[src/rtl/data_ram_access_unit.sv]
// data_ram_access_unit: sole initiator on the single-port data RAM.
// Takes load / store / block-copy requests from the core over a
// request/ready handshake and sequences the RAM address, write data and
// write enable. Read data is returned on loadData_o with a done pulse and
// an error flag.
//
// state        | meaning
// -------------+-------------------------------------------------------
// S_IDLE       | ready, waiting for a request
// S_LOAD       | RAM read cycle for a load, result captured at its end
// S_STORE      | single RAM write cycle for a store
// S_COPY_READ  | read source word of a copy into the buffer
// S_COPY_WRITE | write buffered word to destination, advance pointers
// S_DONE       | one-cycle completion pulse, error valid
module data_ram_access_unit #(
  parameter int ADDRESS_WIDTH = 10,
  parameter int DATA_WIDTH    = 32,
  parameter int RAM_DEPTH     = 1024
) (
  input  logic                     clock_i,
  input  logic                     reset_i,
  input  logic                     request_i,
  input  logic [1:0]               operation_i,
  input  logic [ADDRESS_WIDTH-1:0] cpuAddress_i,
  input  logic [DATA_WIDTH-1:0]    cpuData_i,
  input  logic [ADDRESS_WIDTH-1:0] copyDestination_i,
  input  logic [ADDRESS_WIDTH-1:0] copyLength_i,
  output logic                     ready_o,
  output logic                     done_o,
  output logic                     error_o,
  output logic [DATA_WIDTH-1:0]    loadData_o,
  output logic [ADDRESS_WIDTH-1:0] ramAddress_o,
  output logic [DATA_WIDTH-1:0]    ramDataC_o,
  output logic                     ramWriteEnable_o,
  input  logic [DATA_WIDTH-1:0]    ramDataOutput_i
);

  localparam logic [2:0] S_IDLE       = 3'd0;
  localparam logic [2:0] S_LOAD       = 3'd1;
  localparam logic [2:0] S_STORE      = 3'd2;
  localparam logic [2:0] S_COPY_READ  = 3'd3;
  localparam logic [2:0] S_COPY_WRITE = 3'd4;
  localparam logic [2:0] S_DONE       = 3'd5;

  localparam logic [1:0] OP_LOAD  = 2'b00;
  localparam logic [1:0] OP_STORE = 2'b01;
  localparam logic [1:0] OP_COPY  = 2'b10;

  // One extra bit so base+length never wraps before the depth compare.
  localparam logic [ADDRESS_WIDTH:0] DEPTH_EXT = (ADDRESS_WIDTH+1)'(RAM_DEPTH);
  localparam logic [ADDRESS_WIDTH-1:0] ONE     = ADDRESS_WIDTH'(1);

  logic [2:0]               state_q, state_d;
  logic [ADDRESS_WIDTH-1:0] src_q, src_d;
  logic [ADDRESS_WIDTH-1:0] dst_q, dst_d;
  logic [ADDRESS_WIDTH-1:0] rem_q, rem_d;
  logic [ADDRESS_WIDTH-1:0] ram_addr_q, ram_addr_d;
  logic [DATA_WIDTH-1:0]    ram_wdata_q, ram_wdata_d;
  logic [DATA_WIDTH-1:0]    load_data_q, load_data_d;
  logic                     error_q, error_d;

  logic [ADDRESS_WIDTH:0]   addr_ext;
  logic [ADDRESS_WIDTH:0]   src_end;
  logic [ADDRESS_WIDTH:0]   dst_end;
  logic                     addr_oor;
  logic                     copy_oor;

  assign addr_ext = {1'b0, cpuAddress_i};
  assign src_end  = {1'b0, cpuAddress_i} + {1'b0, copyLength_i};
  assign dst_end  = {1'b0, copyDestination_i} + {1'b0, copyLength_i};
  assign addr_oor = (addr_ext >= DEPTH_EXT);
  assign copy_oor = (src_end > DEPTH_EXT) || (dst_end > DEPTH_EXT);

  // Next-state and datapath decisions; the RAM port is only ever loaded
  // from registers so request never reaches the RAM combinationally.
  always_comb begin
    state_d     = state_q;
    src_d       = src_q;
    dst_d       = dst_q;
    rem_d       = rem_q;
    ram_addr_d  = ram_addr_q;
    ram_wdata_d = ram_wdata_q;
    load_data_d = load_data_q;
    error_d     = error_q;
    case (state_q)
      S_IDLE: begin
        if (request_i) begin
          error_d = 1'b0;
          case (operation_i)
            OP_LOAD, OP_STORE: begin
              if (addr_oor) begin
                error_d = 1'b1;
                state_d = S_DONE;
              end else begin
                ram_addr_d = cpuAddress_i;
                if (operation_i == OP_STORE) begin
                  ram_wdata_d = cpuData_i;
                  state_d     = S_STORE;
                end else begin
                  state_d = S_LOAD;
                end
              end
            end
            OP_COPY: begin
              if (copy_oor) begin
                error_d = 1'b1;
                state_d = S_DONE;
              end else if (copyLength_i == '0) begin
                state_d = S_DONE;
              end else begin
                src_d      = cpuAddress_i;
                dst_d      = copyDestination_i;
                rem_d      = copyLength_i;
                ram_addr_d = cpuAddress_i;
                state_d    = S_COPY_READ;
              end
            end
            default: begin
              error_d = 1'b1;
              state_d = S_DONE;
            end
          endcase
        end
      end
      S_LOAD: begin
        load_data_d = ramDataOutput_i;
        state_d     = S_DONE;
      end
      S_STORE: begin
        state_d = S_DONE;
      end
      S_COPY_READ: begin
        // The write-data register doubles as the copy buffer.
        ram_wdata_d = ramDataOutput_i;
        ram_addr_d  = dst_q;
        state_d     = S_COPY_WRITE;
      end
      S_COPY_WRITE: begin
        rem_d = rem_q - ONE;
        src_d = src_q + ONE;
        dst_d = dst_q + ONE;
        if (rem_q == ONE) begin
          state_d = S_DONE;
        end else begin
          ram_addr_d = src_q + ONE;
          state_d    = S_COPY_READ;
        end
      end
      S_DONE: begin
        state_d = S_IDLE;
      end
      default: begin
        state_d = S_IDLE;
      end
    endcase
  end

  // State and datapath registers, cleared asynchronously.
  always_ff @(posedge clock_i or negedge reset_i) begin
    if (!reset_i) begin
      state_q     <= S_IDLE;
      src_q       <= '0;
      dst_q       <= '0;
      rem_q       <= '0;
      ram_addr_q  <= '0;
      ram_wdata_q <= '0;
      load_data_q <= '0;
      error_q     <= 1'b0;
    end else begin
      state_q     <= state_d;
      src_q       <= src_d;
      dst_q       <= dst_d;
      rem_q       <= rem_d;
      ram_addr_q  <= ram_addr_d;
      ram_wdata_q <= ram_wdata_d;
      load_data_q <= load_data_d;
      error_q     <= error_d;
    end
  end

  // Write enable is decoded from state so reset removes it immediately.
  assign ramWriteEnable_o = (state_q == S_STORE) || (state_q == S_COPY_WRITE);
  assign ready_o          = (state_q == S_IDLE);
  assign done_o           = (state_q == S_DONE);
  assign error_o          = (state_q == S_DONE) && error_q;
  assign loadData_o       = load_data_q;
  assign ramAddress_o     = ram_addr_q;
  assign ramDataC_o       = ram_wdata_q;

endmodule

[config.mk]
export PLATFORM = sky130hd
export DESIGN_NAME = data_ram_access_unit
export DESIGN_NICKNAME = d
export VERILOG_FILES = /design/src/rtl/data_ram_access_unit.sv
export SDC_FILE = /design/constraint.sdc
export NUM_CORES = 1
export LEC_CHECK = 0
export CORE_UTILIZATION = 53
export CTS_CLUSTER_SIZE = 14
export DETAILED_ROUTE_END_ITERATION = 6
export GPL_ROUTABILITY_DRIVEN = 0
export PLACE_DENSITY_LB_ADDON = 0.12
export SYNTH_ARGS = -nofsm -noshare
export SYNTH_HDL_FRONTEND = slang
export SYNTH_SLANG_ARGS = --single-unit
[constraint.sdc]
create_clock -name clock_i -period 7.2 [get_ports clock_i]
set_clock_uncertainty 0.05 [all_clocks]
set_input_delay 1.44 -clock clock_i [delete_from_list [all_inputs] [get_ports clock_i]]
set_output_delay 1.44 -clock clock_i [all_outputs]
set_load 0.01 [all_outputs]
==> impl_metrics.tcl, run 1 <==
set metrics [dict create \
    run_status "complete, no violations" \
    hold_class "register to register" \
    drc 0 \
    syn-instance-count 713 \
    synth_cell_type_count 60 \
    cp_max_fo 25 \
    seq_area_frac_synth_pct 40.5 \
    via_per_inst 6.05 \
    worst_ep_required_time_ns 7.38 \
    path_class "input port to register" \
    synth_ff_type "dfrtp_1" \
    fp.dieH_um 114 \
    synthXorXnorAreaFrac_pct 2.49 \
    syn_avg_cell_area_um2 9.36 \
    endpoint_kind "register" \
    min_period_over_period_pct 76.4 \
    antennaDiodeCount 0 \
    synth_edf_count 0 \
    worstMarginPinSlew_ns 1.17 \
    max_cap_violations 0 \
    slew_viol_final 0 \
    dieArea_mm2 0.0130 \
    grt_pass1_vias 6046 \
    antenna_found_initial 0 \
    area_delta_synth_final_pct 32.6 \
    ys_ff_latch 108 \
    io_buffers 176 \
    cts.hold.buffers_added 0 \
    yosys.area_share.simple_pct 15.4 \
    finalCriticalPeriod_ns 5.50 \
    synth_top_family_by_area "compound AO/OA/AOI/OAI gates" \
    muxShareOfSynthArea_pct 13.1 \
    clock_sinks 108 \
    startpoint_type "input port" \
    clk_pin_slew_ns 0.07 \
    wl_per_cell_um 19.0 \
    hold_violations 0 \
    num_rows 40 \
    power_density_mw_per_mm2 395 \
    ant_nets 0 \
    fmax_ghz 0.182 \
    drtPass1Iterations 5 \
    synth_area_mm2 0.00667 \
    final_nets 993 \
    clk_latency_ns 0.35 \
    crit_chain "clkdlybuf4s50_1 -> ha_1 -> inv_1 -> fa_1 -> inv_1 -> a2111oi_0 -> o211ai_1 -> nor4_1 -> o211ai_1 -> o31ai_2 -> nand3_1 -> a31oi_1 -> o21ai_0" \
    initial_utilization_pct 54.9 \
    grt_max_degree 70 \
    ir_drop_uv 149 \
    syn_nets 838 \
    cts-htree-levels 3 \
    synth_compound_area_share_pct 20.2 \
    slowest_stage "nand3_1" \
    placed_cell_area_mm2 0.00856 \
    power.leakage_nw 3.63 \
    grt_pass1_wl_um 31000 \
    drive_gt1_share_pct 8.93 \
    rsz0062_at_grt "no" \
    ys_async_sr_fraction_pct 100 \
    cts_setup_buffers 0 \
    drt-total-wl_um 19800 \
    max-slew-margin-rel_pct 21.6 \
    ys_warn_count 0 \
    cts_inserted_buffers 9 \
    cts_tree "done" \
    fp.dieW_um 114 \
    vias 6296 \
    cts_root_buffer "clkbuf_16" \
    pin_count 177 \
    cp_slowest_stage_delay_ns 0.87 \
    drt_iter0_drc 648 \
    finalSetupViolCount 0 \
    arrival_ns 5.68 \
    fill_cells 915 \
    synth-adder-area-share_pct 5.10 \
    grtUsageTotal_pct 30.6 \
    finalSetupTns_ns 0 \
    cts_resized 0 \
    grt-ovfl-total 0 \
    cts_buffer_depth 2 \
    dp_hpwl_um 14700 \
    final_area_mm2 0.00885 \
    core_mm2 0.0122 \
]
-- area by class of cell --
cell class | count | area [µm²] | area share, %
timing repair buffer | 183 | 1810 | 20.5
sequential | 108 | 2700 | 30.6
inverter | 17 | 63.8 | 0.721
clock buffer | 12 | 256 | 2.90
multi-input combinational | 549 | 3770 | 42.6
clock inverter | 4 | 30.0 | 0.339
tap | 168 | 210 | 2.38
-- metrics by stage --
stage	setup slack, ns	cells	power (mW)	hold slack, ns	utilization [%]
2_1_floorplan	3.02	713	2.22	0.392	-
3_3_place_gp	1.72	1025	2.93	0.414	70.4
3_5_place_dp	1.48	1025	3.01	0.419	70.4
4_1_cts	1.86	1041	3.49	0.439	72.8
5_1_grt	1.44	1041	3.72	0.467	72.8
6_report	1.70	1041	3.49	0.438	72.8
-- path summary, 6_finish.rpt --
| path | startpoint | slack (ns) | cells past startpoint | endpoint |
|---|---|---|---|---|
| max in group asynchronous | reset_i | 4.83 | 2 | ramDataC_o[30]$_DFFE_PN0P_ |
| min in group asynchronous | reset_i | 1.10 | 1 | loadData_o[25]$_DFFE_PN0P_ |
| setup reg to reg | state_q[2]$_DFFE_PN0N_ | 3.82 | 10 | rem_q[8]$_DFFE_PN0P_ |
| hold reg to reg | ramDataC_o[10]$_DFFE_PN0P_ | 0.44 | 2 | ramDataC_o[10]$_DFFE_PN0P_ |
| setup / recovery | copyLength_i[0] | 1.70 | 13 | dst_q[0]$_DFFE_PN0P_ |
| hold / removal | ramDataC_o[10]$_DFFE_PN0P_ | 0.44 | 2 | ramDataC_o[10]$_DFFE_PN0P_ |
-- cell usage in the layout, fill, tap and decap left out, types with 14 or more instances in the layout --
master,synthesis,layout
a211oi_1,18,18
a21oi_1,24,24
a31oi_1,14,14
and3_1,14,14
clkdlybuf4s50_1,0,175
dfrtp_1,108,107
ha_1,24,24
inv_1,16,16
mux2_2,34,34
mux2i_1,34,34
nand2_1,74,74
nand3_1,22,22
nor2_1,45,43
nor3_1,17,17
o21ai_0,85,85
-- state kept, by name, indices dropped and copies added (netlist names) --
register and flops:
state_q 3, rem_q 10, ramDataC_o 32, ramAddress_o 10
src_q 10, dst_q 10, loadData_o 32, error_q 1
-- power by group --
part	internal (mW)	leakage, nW	total [mW]	switching (mW)
clock network	0.256	0.140	0.484	0.228
logic	0.969	2.19	1.89	0.920
registers	0.896	1.30	1.12	0.225
total	2.12	3.63	3.49	1.37
-- Yosys cell counts, types with 4 or more instances --
master	number	area, µm²
a211oi_1	18	135
a21o_1	9	67.6
a21oi_1	24	120
a221o_1	6	60.1
a22o_1	9	78.8
a22oi_1	6	45.0
a31oi_1	14	87.6
and2_1	4	25.0
and3_1	14	87.6
buf_1	4	15.0
clkbuf_1	33	124
dfrtp_1	108	2700
ha_1	24	300
inv_1	16	60.1
mux2_2	34	383
mux2_4	10	150
mux2i_1	34	340
nand2_1	74	278
nand2b_1	6	37.5
nand3_1	22	110
nand4_1	6	37.5
nor2_1	45	169
nor2b_1	7	43.8
nor3_1	17	85.1
nor3b_1	4	30.0
nor4_1	5	31.3
o211ai_1	7	52.6
o21ai_0	85	425
o22ai_1	4	25.0
o31ai_1	6	45.0
or3_1	5	31.3
xnor2_1	10	87.6
xor2_1	9	78.8
-- per-layer routing --
metal / routed length (µm) / share of wire [%] / up-vias / GRT usage, %
li1: - / - / 2935 / -
met4: 570 / 2.9 / 0 / 10.3
met2: 9360 / 47 / 313 / 52.6
met3: 1880 / 9.5 / 50 / 7.78
met1: 7980 / 40 / 2998 / 37.3
met5: 0 / 0 / - / 0
-- critical path: cells and delay by family --
kind	cells	cell delay, ns
compound gates	6	1.81
fa+ha+maj	2	0.68
buf+inv	3	0.66
simple gates	2	1.09
-- kinds of logic (layout without fill, tap and decap cells) --
| logic type | count (synthesis) | in the layout |
|---|---|---|
| AND/OR/NAND/NOR | 217 | 217 |
| AO/OA/AOI/OAI | 209 | 209 |
| flip-flops | 108 | 108 |
| multiplexers | 78 | 78 |
| buffers and inverters | 56 | 216 |
| adder cells (fa/ha/maj) | 26 | 26 |
| XOR/XNOR | 19 | 19 |
No activity file was read; power rests on OpenSTA's default activity.
==> run 2, diff against run 1 <==
--- a/config.mk
+++ b/config.mk
@@ -5,7 +5,7 @@
 export SDC_FILE = /design/constraint.sdc
 export NUM_CORES = 1
 export LEC_CHECK = 0
-export CORE_UTILIZATION = 53
+export CORE_UTILIZATION = 45
 export CTS_CLUSTER_SIZE = 14
 export DETAILED_ROUTE_END_ITERATION = 6
 export GPL_ROUTABILITY_DRIVEN = 0
==> constraint.sdc (replaced) <==
create_clock -name clock_i -period 5 [get_ports clock_i]
set_clock_uncertainty 0.05 [all_clocks]
set_input_delay 1 -clock clock_i [delete_from_list [all_inputs] [get_ports clock_i]]
set_output_delay 1 -clock clock_i [all_outputs]
set_load 0.01 [all_outputs]
==> impl_metrics.tcl, run 2 (same netlist as run 1, synthesis figures left out) <==
set metrics [dict create \
    run_status "complete, no violations" \
    drive_gt1_share_pct 9.24 \
    cp_max_fo 10 \
    pin_count 177 \
    io_buffers 176 \
    worstMarginPinSlew_ns 1.14 \
    cts_setup_buffers 0 \
    wl_met2_um 9320 \
    antenna_found_initial 0 \
    clk_pin_slew_ns 0.07 \
    p_int_mw 3.05 \
    power.leakage_nw 3.64 \
    grtUsageTotal_pct 25.6 \
    cts_root_buffer "clkbuf_16" \
    finalSetupTns_ns 0 \
    startpoint_type "input port" \
    fp.dieW_um 124 \
    grt-ovfl-total 0 \
    cts_resized 0 \
    hold_violations 0 \
    dp_hpwl_um 14500 \
    drt-total-wl_um 19700 \
    p_seq_share_pct 33.1 \
    drtPass1Iterations 6 \
    grt_max_degree 77 \
    fmax_ghz 0.223 \
    pwr-share-comb_pct 53.4 \
    clk_latency_ns 0.35 \
    finalCriticalPeriod_ns 4.48 \
    area_delta_synth_final_pct 33.2 \
    vias 6291 \
    p_sw_share_pct 39.3 \
    grt_pass1_vias 5824 \
    slew_viol_final 0 \
    cts-htree-levels 3 \
    ant_nets 0 \
    finalSetupViolCount 0 \
    rsz0062_at_grt "no" \
    switchingPower_mw 1.97 \
    clkPwrFrac_pct 13.6 \
    antennaDiodeCount 0 \
    power_density_mw_per_mm2 565 \
    core_mm2 0.0145 \
    layout_commonest_cell "clkdlybuf4s50_1" \
    drt_iter0_drc 464 \
    cts_buffer_depth 2 \
    fill_cells 1196 \
    arrival_ns 4.66 \
    regArea_mm2 0.00270 \
    path_class "input port to register" \
    via_per_inst 5.93 \
    wl_per_cell_um 18.5 \
    cts.hold.buffers_added 0 \
    worst_ep_required_time_ns 5.18 \
    drc 0 \
    clock_sinks 108 \
    endpoint_kind "register" \
    cts_tree "done" \
    m1WireLength_um 8370 \
    ir_drop_uv 301 \
    route.met3.wl_um 1490 \
    min_period_over_period_pct 89.5 \
    fin_total_pwr_mw 5.02 \
    dieArea_mm2 0.0153 \
    fp.dieH_um 124 \
    initial_utilization_pct 46.1 \
    mostFrequentLayoutCells "clkdlybuf4s50_1, dfrtp_1, o21ai_0, nand2_1, nor2_1" \
    max_cap_violations 0 \
    num_rows 44 \
    top_layer "met4" \
    cts_inserted_buffers 9 \
    hold_class "register to register" \
    max-slew-margin-rel_pct 24.1 \
    multi_input_area_mm2 0.00377 \
    grt_pass1_wl_um 30300 \
    final_nets 997 \
]
-- run 2: cell types whose count changed in the layout (fill, tap and decap cells not counted), sizes merged --
| cell | previous run | this run |
|---|---|---|
| clkinvlp | 1 | 2 |
| buf | 8 | 12 |
| clkinv | 2 | 1 |
-- run 2: power by group through the flow --
stage	combinational (mW)	clock [mW]	sequential, mW
finish	2.68	0.682	1.66
CTS	2.69	0.691	1.66
floorplan	1.51	0	1.68
global placement	2.62	0	1.65
global route	2.92	0.726	1.72
detailed placement	2.67	0	1.67
-- run 2: worst max-delay path, stage by stage --
cell and delay, ns:
clkdlybuf4s50_1 0.56, ha_1 0.19, inv_1 0.05, fa_1 0.47, inv_1 0.03, a2111oi_0 0.39
o211ai_1 0.15, nor4_1 0.21, o211ai_1 0.16, o31ai_2 0.43, nand4_1 0.19, a22o_1 0.45
mux2_4 0.37
-- run 2: stage by stage --
| stage | hold slack (ns) | utilization, % | cell area, µm² | instances | setup slack (ns) |
|---|---|---|---|---|---|
| detailed placement | 0.418 | 59.5 | 8610 | 1045 | 0.142 |
| finish | 0.429 | 61.4 | 8890 | 1061 | 0.524 |
| floorplan | 0.392 | - | 6670 | 713 | 1.26 |
| global route | 0.457 | 61.4 | 8890 | 1061 | 0.209 |
| CTS | 0.433 | 61.4 | 8890 | 1061 | 0.520 |
| global placement | 0.413 | 59.5 | 8610 | 1045 | 0.320 |
-- run 2: per-layer routing --
layer / vias up / track usage, %
met4: 0 / 8.73
met2: 294 / 42.2
li1: 2960 / -
met1: 2995 / 33.9
met5: - / 0
met3: 42 / 4.58
-- run 2: final cells by class --
class / count / area share (%)
tap: 184 / 2.59
inverter: 17 / 0.718
sequential: 108 / 30.4
clock inverter: 4 / 0.366
clock buffer: 12 / 2.77
multi-input combinational: 549 / 42.4
timing repair buffer: 187 / 20.7
-- run 2: path summary, 6_finish.rpt --
check	startpoint	to	slack, ns	depth (start not counted)
max in group asynchronous	reset_i	ramDataC_o[11]$_DFFE_PN0P_	3.12	2
worst max-delay path	cpuAddress_i[0]	ramAddress_o[6]$_DFFE_PN0P_	0.52	13
worst min register to register	error_q$_DFFE_PN0P_	error_q$_DFFE_PN0P_	0.43	2
worst min-delay path	error_q$_DFFE_PN0P_	error_q$_DFFE_PN0P_	0.43	2
min in group asynchronous	reset_i	loadData_o[24]$_DFFE_PN0P_	0.75	1
worst max register to register	state_q[1]$_DFFE_PN0N_	rem_q[9]$_DFFE_PN0P_	1.68	9
